===== src/rtl/im_fetch_arbiter.sv =====
// Arbiter for the instruction ROM read port, shared by IF fetch and DBG reads, with a range check and one-cycle registered responses.
// Optional DBG anti-starvation counter: define IM_ARB_FAIR_EN.
module im_fetch_arbiter #(
    parameter logic [31:0] BASE         = 32'h0000_3000,
    parameter int unsigned DEPTH_WORDS  = 4096,
    parameter int unsigned STARVE_LIMIT = 4
) (
    input  logic        clk,
    input  logic        reset,
    input  logic        if_req,
    input  logic [31:0] if_addr,
    input  logic        if_flush,
    output logic        if_ready,
    output logic        if_valid,
    output logic [31:0] if_rdata,
    output logic        if_err,
    input  logic        dbg_req,
    input  logic [31:0] dbg_addr,
    output logic        dbg_ready,
    output logic        dbg_valid,
    output logic [31:0] dbg_rdata,
    output logic        dbg_err,
    output logic [31:0] im_addr,
    input  logic [31:0] im_data
);

    typedef enum logic {PORT_IF = 1'b0, PORT_DBG = 1'b1} port_e;

    localparam logic [31:0] SPAN = 32'(DEPTH_WORDS * 4);

    if (STARVE_LIMIT < 1 || STARVE_LIMIT > 15) begin : g_bad_starve_limit
        $error("STARVE_LIMIT must be in 1..15");
    end

    logic        grant_if;
    logic        grant_dbg;
    logic        fault;
    logic        resp_pending;
    port_e       resp_port;
    logic [31:0] resp_rdata;
    logic        resp_err;

    // The offset is only trusted once addr >= BASE, so a low address cannot wrap into range.
    function automatic logic addr_fault(input logic [31:0] a);
        logic [31:0] off;
        off = a - BASE;
        return (a < BASE) || (off >= SPAN) || (a[1:0] != 2'b00);
    endfunction

`ifdef IM_ARB_FAIR_EN
    logic [3:0] starve_cnt;
    logic       force_dbg;

    assign force_dbg = dbg_req && (starve_cnt == 4'(STARVE_LIMIT));
    assign grant_if  = !reset && if_req && !if_flush && !force_dbg;

    // Counts IF wins against a waiting DBG; a forced DBG win or an idle DBG restarts it.
    always_ff @(posedge clk) begin
        if (reset) begin
            starve_cnt <= '0;
        end else if (!dbg_req || grant_dbg) begin
            starve_cnt <= '0;
        end else if (grant_if) begin
            starve_cnt <= starve_cnt + 4'd1;
        end
    end
`else
    assign grant_if = !reset && if_req && !if_flush;
`endif

    assign grant_dbg = !reset && dbg_req && !grant_if;
    assign if_ready  = grant_if;
    assign dbg_ready = grant_dbg;

    always_comb begin
        // NOTE: default first so every path assigns im_addr and no latch is inferred.
        im_addr = BASE;
        if (grant_if) begin
            im_addr = if_addr;
        end else if (grant_dbg) begin
            im_addr = dbg_addr;
        end
    end

    assign fault = addr_fault(im_addr);

    always_ff @(posedge clk) begin
        // NOTE: non-blocking assignments keep every register sampling pre-edge values.
        if (reset) begin
            resp_pending <= 1'b0;
            resp_port    <= PORT_IF;
            resp_rdata   <= '0;
            resp_err     <= 1'b0;
        end else begin
            resp_pending <= grant_if || grant_dbg;
            if (grant_if || grant_dbg) begin
                resp_port  <= grant_dbg ? PORT_DBG : PORT_IF;
                resp_rdata <= fault ? 32'h0 : im_data;
                resp_err   <= fault;
            end
        end
    end

    // A flush in the response cycle drops a pending IF response outright.
    assign if_valid  = !reset && resp_pending && (resp_port == PORT_IF) && !if_flush;
    assign dbg_valid = !reset && resp_pending && (resp_port == PORT_DBG);
    assign if_rdata  = if_valid  ? resp_rdata : 32'h0;
    assign if_err    = if_valid  && resp_err;
    assign dbg_rdata = dbg_valid ? resp_rdata : 32'h0;
    assign dbg_err   = dbg_valid && resp_err;

endmodule

===== config.mk =====
export PLATFORM = sky130hd
export DESIGN_NAME = im_fetch_arbiter
export DESIGN_NICKNAME = d
export VERILOG_FILES = /design/src/rtl/im_fetch_arbiter.sv
export SDC_FILE = /design/constraint.sdc
export NUM_CORES = 1
export LEC_CHECK = 0
export CORE_MARGIN = 10
export CORE_UTILIZATION = 36
export DETAILED_ROUTE_END_ITERATION = 7
export PLACE_DENSITY = 0.84
export SLEW_MARGIN = 20
export SYNTH_ARGS = -nofsm -noshare
export SYNTH_HDL_FRONTEND = slang
export SYNTH_SLANG_ARGS = --single-unit

===== constraint.sdc =====
create_clock -name clk -period 5.81 [get_ports clk]
set_clock_uncertainty 0.05 [all_clocks]
set_input_delay 1.162 -clock clk [delete_from_list [all_inputs] [get_ports clk]]
set_output_delay 1.162 -clock clk [all_outputs]
set_load 0.05 [all_outputs]

After elaboration in Yosys (flattened, before gate mapping)

Index checks and enable logic that the tools add are counted.

Flip-flop bits (word level): 35
Bits of input ports: 101
Output and inout bits: 102

$add $sub $neg: 1
Multiplexer cells: 6
Bitwise operators: 1
Magnitude comparators: 2
Reductions and logical operators: 17

Operators with widths:

| kind                   | count |
|---|---|
| $mux 32                | 5 |
| $ge 32x15->1 const B   | 1 |
| $lt 32x14->1 const B   | 1 |
| $sub 32x14->32 const B | 1 |
| $logic_and 1x1->1      | 10 |
| $logic_not 1->1        | 3 |
| $logic_or 1x1->1       | 3 |
| $reduce_bool 2->1      | 1 |
| $mux 1                 | 1 |
| $not 1->1              | 1 |

Logic depth before layout (Yosys ltp)

Gate-level depths: netlist of run 1.

Depth after elaboration: 12
Gate-level depth with buffers: 8
Gate-level depth less buffers: 6

Worst setup path after synthesis of run 1

Ideal clock, no wire load.

Kind: input-to-output
From: input reset
To: output if_rdata[22]
Cell stages on the path: 4
Required time: 4.598 ns
Setup slack: 1.538 ns
Data arrival time: 3.060 ns
Path through: buf_2 > nor4b_1 > clkbuf_1 > and2_1

Cells in the longest elaborated chain, start to end: 5

Ends and longest elaborated chain:

| item                           | RTL line | source |
|---|---|---|
| from (decl)                    | 9        | `input logic reset,` |
| $logic_not 1->1                | 105      | `assign if_valid = !reset && resp_pending && (resp_port == PORT_IF) && !if_flush;` |
| $logic_and 1x1->1 (3 in a row) | 105      |  |
| via if_valid                   | 14       | `output logic if_valid,` |
| $mux 32                        | 107      | `assign if_rdata = if_valid ? resp_rdata : 32'h0;` |
| to (decl)                      | 15       | `output logic [31:0] if_rdata,` |

The timed path passes the listed nets, and every way through them passes these cells.

Worst setup path in the final report of run 1

From: input if_req
To: output im_addr[7]

Cells in the longest elaborated chain, start to end: 6

Ends and longest elaborated chain:

| item                             | RTL line | source |
|---|---|---|
| from (decl)                      | 10       | `input logic if_req,` |
| $logic_and 1x1->1 * (2 in a row) | 68       | `assign grant_if = !reset && if_req && !if_flush;` |
| $logic_not 1->1                  | 71       | `assign grant_dbg = !reset && dbg_req && !grant_if;` |
| $logic_and 1x1->1                | 71       |  |
| $mux 32                          | 80       | `end else if (grant_dbg) begin` |
| $mux 32 *                        | 78       | `if (grant_if) begin` |
| to (decl)                        | 23       | `output logic [31:0] im_addr,` |

Every way passes the cells marked *; elsewhere a longest branch is shown, timed or not.

==> impl_metrics.toml, run 1 <==
[status]
outcome = "completed"

[power]
total_power_mw = 0.6950
cell_internal_pwr_mw = 0.4772
p_clk_share_pct = 31.3
power_density_nw_per_um2 = 146.3
switching_power_mw = 0.2179
swShare_pct = 31.35
share_comb_of_total_power_pct = 33.4
share_seq_of_total_power_pct = 35.3
power.leakage_nw = 1.623
vdd_drop_max_uv = 118.7

[drt]
drt_first_iter_violations = 122
detailroute.via_count = 3186
drt_first_pass_iters = 4
drt_drc_violations_left = 0
routedWlPerCell_um = 17.48
via_per_inst = 5.049
finalWirelength_um = 11030
remaining_antenna_violation_count_after_routing = 0

[worst_setup_path]
startpoint_type = "input pin"
category_of_the_most_critical_setup_path = "in -> out"
cp-endpoint = "im_addr[7]"
critical_path.cell_chain = "clkdlybuf4s50_1, or2b_1, nor2_1, a22o_1, clkdlybuf4s50_1"
origin_of_the_critical_flop_to_flop_path = "resp_rdata[15]$_SDFFE_PP0P_"
slowest_stage = "sky130_fd_sc_hd__clkdlybuf4s50_1"
arrival_ns = 3.94
cp.required_ns = 4.60
critical_path.startpoint = "if_req"
reg2regPathDepth = 2
critical_path_end_type = "primary output"
timing.critical_path.max_delay_family = "buffers and inverters"
worstReg2RegEnd = "resp_rdata[15]$_SDFFE_PP0P_"
timing.critical_path.slowest_cell_delay_ns = 0.84
critical_path.n_buffers_inverters = 2
regToRegSetupSlack_ns = 5.04
crit_top_cell = "sky130_fd_sc_hd__clkdlybuf4s50_1"
path_max_fanout = 22
path_depth = 5

[floorplanning]
die-area_um2 = 10970
design.core.area_um2 = 6869
chipWidth_um = 104.7
num_io_pins = 203
rows = 30
initial_utilization_pct = 37.63
fp.dieH_um = 104.7

[clocking]
clockBufferDepth = 2
clock_buffer_count_from_cts = 5
clk_transition_reported_paths_ns = 0.07
cts_root_buffer = "sky130_fd_sc_hd__clkbuf_8"
clock_tree_from_tritoncts = "built"
cts.hold.buffers_added = 0
cts-resized-gates = 0
cts_post_setup_buffers_inserted = 0
cts.htree.levels = 2
tritoncts_num_sinks = 35
clk_latency_worst_skew_pair_ns = 0.28

[place]
placement.io_buffers = 202
gp_congestion = 0.8306
dp.final_hpwl_um = 9120

[yosys]
synthAdderAreaFrac_pct = 0
mappedNetlistArea_um2 = 2585
yosys.area_share.xor_xnor_pct = 0.6776
synth_compound_area_share_pct = 30.25
postSynthRegisterBits = 35
ys_top_cells_by_area = "sky130_fd_sc_hd__dfxtp_1 27%, sky130_fd_sc_hd__and2_1 17%, sky130_fd_sc_hd__a21oi_2 10%"
yosys.area_share.simple_pct = 36.01
synth-seq-area-share_pct = 27.11
combinational_family_with_the_most_area_after_synthesis = "simple AND/OR/NAND/NOR gates"
synth_fp_nets = 451
synth-edff-count = 0
dominantRegCellSynth = "sky130_fd_sc_hd__dfxtp_1"
post_synth_inst_count = 350
synth_area_per_cell_um2 = 7.386
ys_async_sr_fraction_pct = 0
yosys_warnings = 0
post-synth-top-area-fraction_pct = 27.11
synth_top_cell_by_area = "sky130_fd_sc_hd__dfxtp_1"
synth.distinct_cells = 43
multiplexer_share_of_the_synthesized_area_pct = 0

[timing]
unrepaired_setup_endpoints_after_global_routing = "no"
slew_headroom_pct = 42.60
slew_viol_final = 0
finalSetupViolations = 0
fin_setup_tns_ns = 0
fin_crit_period_ns = 5.149
whs_ns = 0.4539
fmax_ghz = 0.1942
finalCritPeriodShare_pct = 88.62
max_slew.worst_pin.slew_ns = 0.8611
final-hold-violation-count = 0

[job]
maxCapViolations = 0

[hold_path]
min-delay-path-class = "reg -> reg"

[global_routing]
maximum_number_of_pins_on_one_net_before_global_route_repair = 58
first_global_vias = 3266
global_route.overflow_total = 0
grt_first_pass_wirelength_um = 17370
antenna_found_initial = 0
grtUsageTotal_pct = 18.94

[finish]
area_growth_pct = 83.79
drive_gt1_share_pct = 11.59
insertedDiodeCount = 0
nNetsFinal = 635
cells in the mapped netlist, types with 2 or more instances:
library cell and n:
sky130_fd_sc_hd__a22o_1 10, sky130_fd_sc_hd__o21ai_0 35, sky130_fd_sc_hd__nor3b_1 2, sky130_fd_sc_hd__o21ai_1 2, sky130_fd_sc_hd__dfxtp_1 35, sky130_fd_sc_hd__and2_1 69
sky130_fd_sc_hd__or4_1 3, sky130_fd_sc_hd__nand3_1 16, sky130_fd_sc_hd__buf_6 3, sky130_fd_sc_hd__a21oi_2 30, sky130_fd_sc_hd__a21oi_1 20, sky130_fd_sc_hd__buf_2 3
sky130_fd_sc_hd__nor4_1 4, sky130_fd_sc_hd__clkbuf_1 23, sky130_fd_sc_hd__nand2_1 53, sky130_fd_sc_hd__nand3b_1 3, sky130_fd_sc_hd__buf_1 2, sky130_fd_sc_hd__a31oi_1 2
sky130_fd_sc_hd__o21ai_2 3, sky130_fd_sc_hd__nor2_1 7, sky130_fd_sc_hd__and3_1 3
placed cells by master, fill, tap and decap left out, types with 2 or more instances in the layout:
| master | count |
|---|---|
| sky130_fd_sc_hd__or4_1 | 3 |
| sky130_fd_sc_hd__nor2_2 | 2 |
| sky130_fd_sc_hd__dfxtp_1 | 35 |
| sky130_fd_sc_hd__a21oi_2 | 30 |
| sky130_fd_sc_hd__a22o_1 | 10 |
| sky130_fd_sc_hd__buf_4 | 7 |
| sky130_fd_sc_hd__and3_1 | 3 |
| sky130_fd_sc_hd__nand3_1 | 16 |
| sky130_fd_sc_hd__nor2_1 | 5 |
| sky130_fd_sc_hd__o21ai_1 | 2 |
| sky130_fd_sc_hd__clkbuf_8 | 5 |
| sky130_fd_sc_hd__o21ai_2 | 3 |
| sky130_fd_sc_hd__nor3b_1 | 2 |
| sky130_fd_sc_hd__nand3b_1 | 3 |
| sky130_fd_sc_hd__and2_1 | 69 |
| sky130_fd_sc_hd__a21oi_1 | 20 |
| sky130_fd_sc_hd__nand2_1 | 53 |
| sky130_fd_sc_hd__nor4_1 | 4 |
| sky130_fd_sc_hd__o21ai_0 | 35 |
| sky130_fd_sc_hd__clkdlybuf4s50_1 | 201 |
| sky130_fd_sc_hd__a31oi_1 | 2 |
worst min path at each step:
stage	slack (ns)	startpoint	to	cells past startpoint
after floorplan	0.41	resp_rdata[6]$_SDFFE_PP0P_	resp_rdata[6]$_SDFFE_PP0P_	2
after global placement	0.42	resp_rdata[7]$_SDFFE_PP0P_	resp_rdata[7]$_SDFFE_PP0P_	2
after detailed placement	0.44	resp_rdata[7]$_SDFFE_PP0P_	resp_rdata[7]$_SDFFE_PP0P_	2
after CTS	0.45	resp_rdata[7]$_SDFFE_PP0P_	resp_rdata[7]$_SDFFE_PP0P_	2
after global routing	0.48	resp_rdata[6]$_SDFFE_PP0P_	resp_rdata[6]$_SDFFE_PP0P_	2
final	0.45	resp_rdata[6]$_SDFFE_PP0P_	resp_rdata[6]$_SDFFE_PP0P_	2
per-layer routing:
metal  vias to the layer above  global-route usage, %  share of wire, %
li1                       1571                      -                 -
met1                      1454                  19.20                37
met2                       155                  33.94                50
met3                         6                  10.01                12
met4                         0                  3.529              0.74
met5                         -                      0                 0
metrics by stage:
stage | util [%] | cell area, um2 | setup slack [ns] | std cells
global route | 69.16 | 4751 | 0.4760 | 631
floorplan | - | 2585 | 1.538 | 350
detailed placement | 67.52 | 4638 | 0.6945 | 623
global placement | 67.52 | 4638 | 0.7450 | 623
finish | 69.16 | 4751 | 0.6612 | 631
CTS | 69.16 | 4751 | 0.6765 | 631
power groups by stage:
stage                     Sequential, mW  Clock, mW  Combinational [mW]
after floorplan                    0.250          0               0.118
after global placement             0.251          0               0.230
after detailed placement           0.251          0               0.232
after CTS                          0.245      0.224               0.233
after global routing               0.246      0.235               0.247
final                              0.245      0.218               0.232
worst min-delay path: stages, from the launching register on:
cell and delay, ns:
sky130_fd_sc_hd__dfxtp_1 0.33, sky130_fd_sc_hd__o21ai_0 0.07, sky130_fd_sc_hd__a21oi_1 0.06
area by class of cell:
type                            instances  area [um2]
Multi-Input combinational cell        282        1744
Clock buffer                            5       68.82
Timing Repair Buffer                  209        2069
Clock inverter                          3       43.79
Inverter                                1       3.754
Tap cell                               96       120.1
Sequential cell                        35       700.7
Fill cell                             585        2118
flip-flops by register name, indices dropped and copies added, names as in the netlist:
name	cells
resp_port	1
resp_err	1
resp_pending	1
resp_rdata	32
logic make-up (layout without fill, tap and decap cells):
kind of cell              Yosys count  count (layout)
and+or+nand+nor                   171             171
AOI/OAI and AO/OA                 109             109
DFF                                35              35
buffers and inverters              33             218
xor gates and xnor gates            2               2
Note: power is estimated with default switching activity, not from simulation.
==> run 2, diff against run 1 <==
--- a/config.mk
+++ b/config.mk
@@ -5,10 +5,13 @@
 export SDC_FILE = /design/constraint.sdc
 export NUM_CORES = 1
 export LEC_CHECK = 0
+export CELL_PAD_IN_SITES_DETAIL_PLACEMENT = 0
+export CELL_PAD_IN_SITES_GLOBAL_PLACEMENT = 1
+export CORE_ASPECT_RATIO = 0.6
 export CORE_MARGIN = 10
-export CORE_UTILIZATION = 36
+export CORE_UTILIZATION = 24
 export DETAILED_ROUTE_END_ITERATION = 7
-export PLACE_DENSITY = 0.84
+export PLACE_DENSITY = 0.86
 export SLEW_MARGIN = 20
 export SYNTH_ARGS = -nofsm -noshare
 export SYNTH_HDL_FRONTEND = slang
==> impl_metrics.toml, run 2 (same netlist as run 1, synthesis figures left out) <==
[finish]
drive_gt1_share_pct = 12.10
mostFrequentLayoutCell = "sky130_fd_sc_hd__clkdlybuf4s50_1"
largest_reg_flops = 32
nNetsFinal = 637
final_cell_mix = "201 x sky130_fd_sc_hd__clkdlybuf4s50_1, 69 x sky130_fd_sc_hd__and2_1, 53 x sky130_fd_sc_hd__nand2_1"
registers.top_by_ff_count = "resp_rdata"
post_layout_util_pct = 46.26
area_growth_pct = 88.96

[clocking]
clock_tree_from_tritoncts = "built"
clk_latency_worst_skew_pair_ns = 0.27
cts_post_setup_buffers_inserted = 0
clock_buffer_count_from_cts = 5
clk_transition_reported_paths_ns = 0.05
cts.hold.buffers_added = 0
cts_root_buffer = "sky130_fd_sc_hd__clkbuf_16"
clockBufferDepth = 2
cts-resized-gates = 0
tritoncts_num_sinks = 35
cts.htree.levels = 2

[floorplanning]
chipWidth_um = 154.0
rows = 29
die-area_um2 = 15460
num_io_pins = 203
fp.dieH_um = 100.4
design.core.area_um2 = 10560
initial_utilization_pct = 24.48

[worst_setup_path]
arrival_ns = 3.91
path_max_fanout = 13
category_of_the_most_critical_setup_path = "in -> out"
critical_path.n_buffers_inverters = 2
startpoint_type = "input pin"
cp.required_ns = 4.60
slowest_stage = "sky130_fd_sc_hd__clkdlybuf4s50_1"
timing.critical_path.slowest_cell_delay_ns = 0.82
timing.critical_path.max_delay_family = "buffers and inverters"
crit_top_cell = "sky130_fd_sc_hd__clkdlybuf4s50_1"
critical_path_end_type = "primary output"
critical_path.cell_chain = "clkdlybuf4s50_1, or2b_1, nor2_1, a22o_1, clkdlybuf4s50_1"

[timing]
finalCritPeriodShare_pct = 88.09
max_slew.worst_pin.slew_ns = 0.7549
slew_headroom_pct = 49.48
unrepaired_setup_endpoints_after_global_routing = "no"
fmax_ghz = 0.1954
final-hold-violation-count = 0
fin_setup_tns_ns = 0
finalSetupViolations = 0
fin_crit_period_ns = 5.118
slew_viol_final = 0

[drt]
drt_drc_violations_left = 0
remaining_antenna_violation_count_after_routing = 0
detailroute.via_count = 3168
drt_first_pass_iters = 5
drt_first_iter_violations = 142
routedWlPerCell_um = 17.65
via_per_inst = 4.679
finalWirelength_um = 11950

[global_routing]
first_global_vias = 3283
grtUsageTotal_pct = 14.66
grt_first_pass_wirelength_um = 18710
maximum_number_of_pins_on_one_net_before_global_route_repair = 35
grtUsageMet3_pct = 6.277
global_route.peak_usage_layer = "met2"
global_route.overflow_total = 0
globalRouteMet1Util_pct = 19.14
antenna_found_initial = 0
use_met2_pct = 22.25

[power]
power_density_nw_per_um2 = 162.6
power.leakage_nw = 1.661
vdd_drop_max_uv = 99.41

[job]
maxCapViolations = 0

[status]
outcome = "completed"

[place]
placement.io_buffers = 202
dp.final_hpwl_um = 9442
gp_congestion = 0.9184

[hold_path]
min-delay-path-class = "reg -> reg"
run 2: routing by layer:
layer,up-vias,share of wire (%)
met4,0,0.65
li1,1581,-
met3,7,9.8
met1,1440,47
met5,-,0
met2,140,43
run 2: tightest hold or removal path: stages, from the launching register on:
cell,delay [ns]
sky130_fd_sc_hd__dfxtp_1,0.31
sky130_fd_sc_hd__o21ai_0,0.07
sky130_fd_sc_hd__a21oi_1,0.06
run 2: through the flow:
| step | area [um2] | hold slack, ns | total power, mW | setup WS (ns) | cells |
|---|---|---|---|---|---|
| after global routing | 4882 | 0.4828 | 0.8310 | 0.4937 | 676 |
| final | 4885 | 0.4325 | 0.7944 | 0.6919 | 677 |
| after CTS | 4881 | 0.4302 | 0.8041 | 0.6622 | 676 |
| after floorplan | 2585 | 0.4075 | 0.3679 | 1.538 | 350 |
| after global placement | 4707 | 0.4188 | 0.4841 | 0.8325 | 668 |
| after detailed placement | 4707 | 0.4225 | 0.4864 | 0.6604 | 668 |
run 2: where the power goes:
part,switching [mW],total [mW],internal (mW)
combinational,0.128,0.235,0.107
sequential,0.00247,0.246,0.244
clock,0.100,0.313,0.213
run 2: final timing paths:
path         slack, ns                          end  cells past startpoint                         from
max               0.69                   im_addr[4]                      5                       if_req
min               0.43   resp_rdata[7]$_SDFFE_PP0P_                      2   resp_rdata[7]$_SDFFE_PP0P_
max reg2reg       5.05  resp_rdata[26]$_SDFFE_PP0P_                      2  resp_rdata[26]$_SDFFE_PP0P_
min reg2reg       0.43   resp_rdata[7]$_SDFFE_PP0P_                      2   resp_rdata[7]$_SDFFE_PP0P_
run 2: cell type report:
type                       count  area [um2]
multi-input combinational    282        1745
timing repair buffer         211        2085
antenna                        1       2.502
sequential                    35       700.7
inverter                       1       3.754
fill                        1059        5674
clock inverter                 2       35.03
tap                          139       173.9
clock buffer                   6       138.9
